--- src/rtl/alu_flags_addr_unit.sv ---
// Execute stage: condition check, operand-2 shifter, ALU, NZCV register, RAM address mux.
// Latency: datapath combinational, flags one cycle; backpressure: none, one operation per cycle.
module alu_flags_addr_unit (
    input  logic        clk,
    input  logic        reset,
    input  logic [31:0] in1,
    input  logic [31:0] in2,
    input  logic        sbit,
    input  logic [3:0]  cond,
    input  logic [3:0]  opcode,
    input  logic [2:0]  srcontrol,
    input  logic [15:0] imvalue,
    input  logic        sel_add_bus,
    input  logic [15:0] address_add_bus_in,
    input  logic [7:0]  pc_addr,
    output logic [31:0] result,
    output logic        cond_pass,
    output logic [3:0]  flags,
    output logic [15:0] address_add_bus_out
);

    typedef struct packed {
        logic n;
        logic z;
        logic c;
        logic v;
    } nzcv_t;

    localparam logic [3:0] OP_ADD  = 4'h0;
    localparam logic [3:0] OP_SUB  = 4'h1;
    localparam logic [3:0] OP_MUL  = 4'h2;
    localparam logic [3:0] OP_ORR  = 4'h3;
    localparam logic [3:0] OP_AND  = 4'h4;
    localparam logic [3:0] OP_EOR  = 4'h5;
    localparam logic [3:0] OP_MOV  = 4'h6;
    localparam logic [3:0] OP_MOVI = 4'h7;
    localparam logic [3:0] OP_CMP  = 4'h8;
    localparam logic [3:0] OP_LDR  = 4'h9;
    localparam logic [3:0] OP_STR  = 4'hA;

    nzcv_t       flags_q;
    nzcv_t       flags_nxt;
    logic        cond_ok;
    logic [31:0] op2;
    logic        sh_carry;
    logic [32:0] sum;
    logic [32:0] diff;
    logic [31:0] prod;
    logic [31:0] alu_raw;
    logic        flag_we;

    always_comb begin
        cond_ok = 1'b0;
        case (cond)
            4'h0: cond_ok = flags_q.z;
            4'h1: cond_ok = !flags_q.z;
            4'h2: cond_ok = flags_q.c;
            4'h3: cond_ok = !flags_q.c;
            4'h4: cond_ok = flags_q.n;
            4'h5: cond_ok = !flags_q.n;
            4'h6: cond_ok = flags_q.v;
            4'h7: cond_ok = !flags_q.v;
            4'h8: cond_ok = flags_q.c && !flags_q.z;
            4'h9: cond_ok = !flags_q.c || flags_q.z;
            4'hA: cond_ok = (flags_q.n == flags_q.v);
            4'hB: cond_ok = (flags_q.n != flags_q.v);
            4'hC: cond_ok = !flags_q.z && (flags_q.n == flags_q.v);
            4'hD: cond_ok = flags_q.z || (flags_q.n != flags_q.v);
            4'hE: cond_ok = 1'b1;
            default: cond_ok = 1'b0;
        endcase
    end

    // Shifter carry is the last bit pushed out; no shift passes the live C through.
    always_comb begin
        op2      = in2;
        sh_carry = flags_q.c;
        case (srcontrol)
            3'd1: begin op2 = {in2[30:0], 1'b0};       sh_carry = in2[31]; end
            3'd2: begin op2 = {1'b0, in2[31:1]};       sh_carry = in2[0];  end
            3'd3: begin op2 = {in2[31], in2[31:1]};    sh_carry = in2[0];  end
            3'd4: begin op2 = {in2[0], in2[31:1]};     sh_carry = in2[0];  end
            3'd5: begin op2 = {in2[23:0], 8'h00};      sh_carry = in2[24]; end
            3'd6: begin op2 = {8'h00, in2[31:8]};      sh_carry = in2[7];  end
            3'd7: begin op2 = {in2[7:0], in2[31:8]};   sh_carry = in2[7];  end
            default: begin op2 = in2;                  sh_carry = flags_q.c; end
        endcase
    end

    assign sum  = {1'b0, in1} + {1'b0, op2};
    assign diff = {1'b0, in1} - {1'b0, op2};
    assign prod = in1 * op2;

    always_comb begin
        alu_raw = 32'h0;
        case (opcode)
            OP_ADD:         alu_raw = sum[31:0];
            OP_SUB, OP_CMP: alu_raw = diff[31:0];
            OP_MUL:         alu_raw = prod;
            OP_ORR:         alu_raw = in1 | op2;
            OP_AND:         alu_raw = in1 & op2;
            OP_EOR:         alu_raw = in1 ^ op2;
            OP_MOV:         alu_raw = op2;
            OP_MOVI:        alu_raw = {16'h0000, imvalue};
            OP_LDR, OP_STR: alu_raw = in1;
            default:        alu_raw = 32'h0;
        endcase
    end

    always_comb begin
        flags_nxt   = flags_q;
        flags_nxt.n = alu_raw[31];
        flags_nxt.z = (alu_raw == 32'h0);
        case (opcode)
            OP_ADD: begin
                flags_nxt.c = sum[32];
                flags_nxt.v = (in1[31] == op2[31]) && (sum[31] != in1[31]);
            end
            OP_SUB, OP_CMP: begin
                flags_nxt.c = !diff[32];
                flags_nxt.v = (in1[31] != op2[31]) && (diff[31] != in1[31]);
            end
            OP_ORR, OP_AND, OP_EOR, OP_MOV: flags_nxt.c = sh_carry;
            default: flags_nxt.c = flags_q.c;
        endcase
    end

    assign flag_we = cond_ok && (sbit || (opcode == OP_CMP)) && (opcode <= OP_CMP);

    always_ff @(posedge clk) begin
        if (reset) begin
            flags_q <= '0;
        end else if (flag_we) begin
            flags_q <= flags_nxt;
        end
    end

    assign cond_pass           = cond_ok;
    assign result              = cond_ok ? alu_raw : 32'h0;
    assign flags               = flags_q;
    assign address_add_bus_out = sel_add_bus ? address_add_bus_in : {8'h00, pc_addr};

endmodule

--- config.mk ---
export PLATFORM = sky130hd
export DESIGN_NAME = alu_flags_addr_unit
export DESIGN_NICKNAME = d
export VERILOG_FILES = /design/src/rtl/alu_flags_addr_unit.sv
export SDC_FILE = /design/constraint.sdc
export NUM_CORES = 2
export LEC_CHECK = 0
export ABC_AREA = 1
export BUFFER_PORTS_ARGS = -buffer_cell sky130_fd_sc_hd__buf_4
export CAP_MARGIN = 30
export CORE_MARGIN = 8
export CORE_UTILIZATION = 60
export CTS_BUF_LIST = sky130_fd_sc_hd__clkbuf_16
export CTS_CLUSTER_DIAMETER = 50
export DETAILED_ROUTE_END_ITERATION = 8
export PLACE_DENSITY_LB_ADDON = 0.12
export SETUP_SLACK_MARGIN = 0.02
export SLEW_MARGIN = 20
export SYNTH_ARGS = -nofsm -noshare
export SYNTH_HDL_FRONTEND = slang
export SYNTH_SLANG_ARGS = --single-unit
--- constraint.sdc ---
create_clock -name clk -period 21.8 [get_ports clk]
set_input_delay 2.18 -clock clk [delete_from_list [all_inputs] [get_ports clk]]
set_output_delay 2.18 -clock clk [all_outputs]
set_load 0.03 [all_outputs]
==> impl_metrics.yaml <==
synth:
  synthMuxAreaShare_pct: 0.369
  ys_seq_elements: 4
  synth_nets: 4470
  synth_common_cells: "868 x nand2_1, 781 x inv_1, 499 x nor2_1, 410 x fa_1, 219 x ha_1"
  synthSimpleGateAreaFrac_pct: 30.3
  synth_fa_ha_area_share_pct: 44.8
  synth_most_common_cell: "nand2_1"
  synth-xor-area-share_pct: 0.896
  synthArstFlopShare_pct: 0
  yosysTopAreaCellShare_pct: 33.6
  postSynthAreaPerCell_um2: 6.57
  netlist_instances: 3722
  synth_compound_area_share_pct: 8.21
  synth_edf_count: 0
  yosysTopAreaCell: "fa_1"
  synth_top_family_by_area: "adder cells"
  synth_ff_type: "dfxtp_1"
  seq_area_frac_synth_pct: 0.328
  synthesis.area_mm2: 0.0244
  synth_area_leaders: "fa_1 34%, nand2_1 13%, inv_1 12%"
  synth_cell_types: 58
  yosysWarnings: 0
timing:
  fin_crit_ps: 13990
  setup_tns_ps: 0
  hold_violations: 0
  skew_ps: 2.05
  setup_violations: 0
  rsz0062_at_grt: "false"
  slew_viol_final: 0
  slew_headroom_pct: 32.1
  timing.final.crit_share_pct: 64.2
  tightestPinTransition_ps: 1020
  fmax_mhz: 71.5
setup_path:
  path_class: "in -> out"
  reg2reg_depth: 22
  cp-start-kind: "input pin"
  slowest_stage: "o21ai_0"
  cpPeakStageDelay_ps: 630
  crit_path_end_kind: "primary output"
  path_delay_family: "adder cells"
  crit_cells: 36
  critical_path_arrival_ps: 11810
  path_buf_inv: 10
  cp_common_cell: "fa_1"
  crit_required_ps: 19620
  cp_max_fo: 19
die:
  coreArea_mm2: 0.0406
  io_pins: 172
  rows: 74
  start_util_pct: 60.3
  die_x_um: 218
  die_h_um: 218
  dieArea_mm2: 0.0475
clock_tree:
  numCtsBuffers: 3
  ctsResizeCount: 0
  ctsHoldBuffers: 0
  clk_pin_slew_worst_paths_ps: 30
  cts_buffer_depth: 2
  clock_sinks: 4
  h-tree-depth: 1
  cts_tree: "done"
  cts-root-buf: "clkbuf_16"
  clock_latency_ps: 230
  post_cts_buffers: 0
global_routing:
  gr-total-overflow: 0
  grt_pass1_wl_mm: 155
  antenna_found_initial: 8
  track_usage_pct: 42.8
  grt_max_degree: 32
  grt_pass1_vias: 26900
finish:
  finish.net_count: 4524
  multiInputGateArea_mm2: 0.0207
  largest_reg_flops: 4
  drive_gt1_share_pct: 7.34
  area_growth_pct: 6.25
  fill_cells: 3615
  regArea_um2: 80.1
  final_cell_area_mm2: 0.0260
drt:
  wl_mm: 104
  drt_iter0_drc: 3529
  drcViolationCount: 4
  viasPerCell: 6.20
  wl_per_cell_um: 24.0
  num_vias: 26700
  ant_nets: 0
  firstDrtPassIters: 9
run_status:
  status: "finished, violations left"
  violations: "design-rule violations"
place:
  placed_cell_area_mm2: 0.0259
  globalplace.congestion: 1.12
  io_buffer_count: 171
  dpl.hpwl_mm: 83.6
flow_run:
  cap_violations: 0
hold_path:
  min_path_type: "reg -> reg"
  min_path_cells: 2
## cell families (layout without fill, tap and decap cells)
| group | count (synthesis) | in the layout |
|---|---|---|
| AO/OA/AOI/OAI | 355 | 355 |
| buffers and inverters | 947 | 999 |
| other | 0 | 3 |
| adder cells (fa/ha/maj) | 629 | 629 |
| flip-flops | 4 | 4 |
| multiplexers | 8 | 8 |
| AND/OR/NAND/NOR | 1754 | 1754 |
| XOR/XNOR | 25 | 25 |
## routing by layer
metal / share of wire, % / GRT usage [%] / vias to the layer above
met5: 0.056 / 0 / -
li1: - / - / 11400
met3: 15 / 14.2 / 599
met2: 41 / 63.1 / 2184
met4: 9.4 / 30.6 / 8
met1: 35 / 52.2 / 12500
## final timing paths
| path | from | end | slack (ps) |
|---|---|---|---|
| setup / recovery | srcontrol[2] | result[30] | 7810 |
| setup reg to reg | flags[0] | flags[2] | 18210 |
| hold / removal | flags[0] | flags[0] | 650 |
| hold reg to reg | flags[0] | flags[0] | 650 |
## cells in the final DEF, fill, tap and decap left out, types with 4 or more instances in the layout
cell type  instances
o21ai_1           10
inv_1            781
mux2_2             8
buf_4            192
or2_2             19
a21oi_1          133
o22ai_1            8
o21bai_1          11
o21ai_0          130
o21a_1             5
a211oi_1           5
a21o_1             4
or2_1              6
o211ai_1          10
o2111ai_1          5
nor2_1           498
o221ai_1          10
a221oi_1           7
nand3_1          208
clkinv_1          10
nor2_2             5
nand2_1          868
fa_1             410
a31oi_1            4
xor2_1            14
xnor2_1           11
dfxtp_1            4
nand3_2            9
nand4_1           80
ha_1             219
nand2_4            4
inv_2             10
nand2_2           10
nor3_1            19
nand3b_1          14
## final cells by class
| cell class | instances | share of cell area [%] |
|---|---|---|
| antenna | 3 | 0.0289 |
| clock buffer | 3 | 0.289 |
| inverter | 803 | 11.6 |
| multi-input combinational | 2771 | 79.6 |
| sequential | 4 | 0.308 |
| tap | 532 | 2.56 |
| timing repair buffer | 193 | 5.61 |
## worst reg2reg max path: cells and delay by family, from the launching register on
family        cells  cell delay (ps)
simple gates     21             2980
flops             1              430
buf+inv           1               90
## per-stage QoR
step / hold slack, ps / setup WS (ps) / instances / util, %
6_report: 653 / 7810 / 4309 / 64.0
4_1_cts: 635 / 8060 / 4306 / 64.0
3_5_place_dp: 619 / 8090 / 4303 / 63.8
2_1_floorplan: 688 / 10000 / 3722 / -
3_3_place_gp: 597 / 8230 / 4302 / 63.8
5_1_grt: 662 / 7460 / 4307 / 64.0
Power is left out: the tool's default activity adds up to more than one toggle a clock period on the data nets, which glitch-free logic cannot reach.
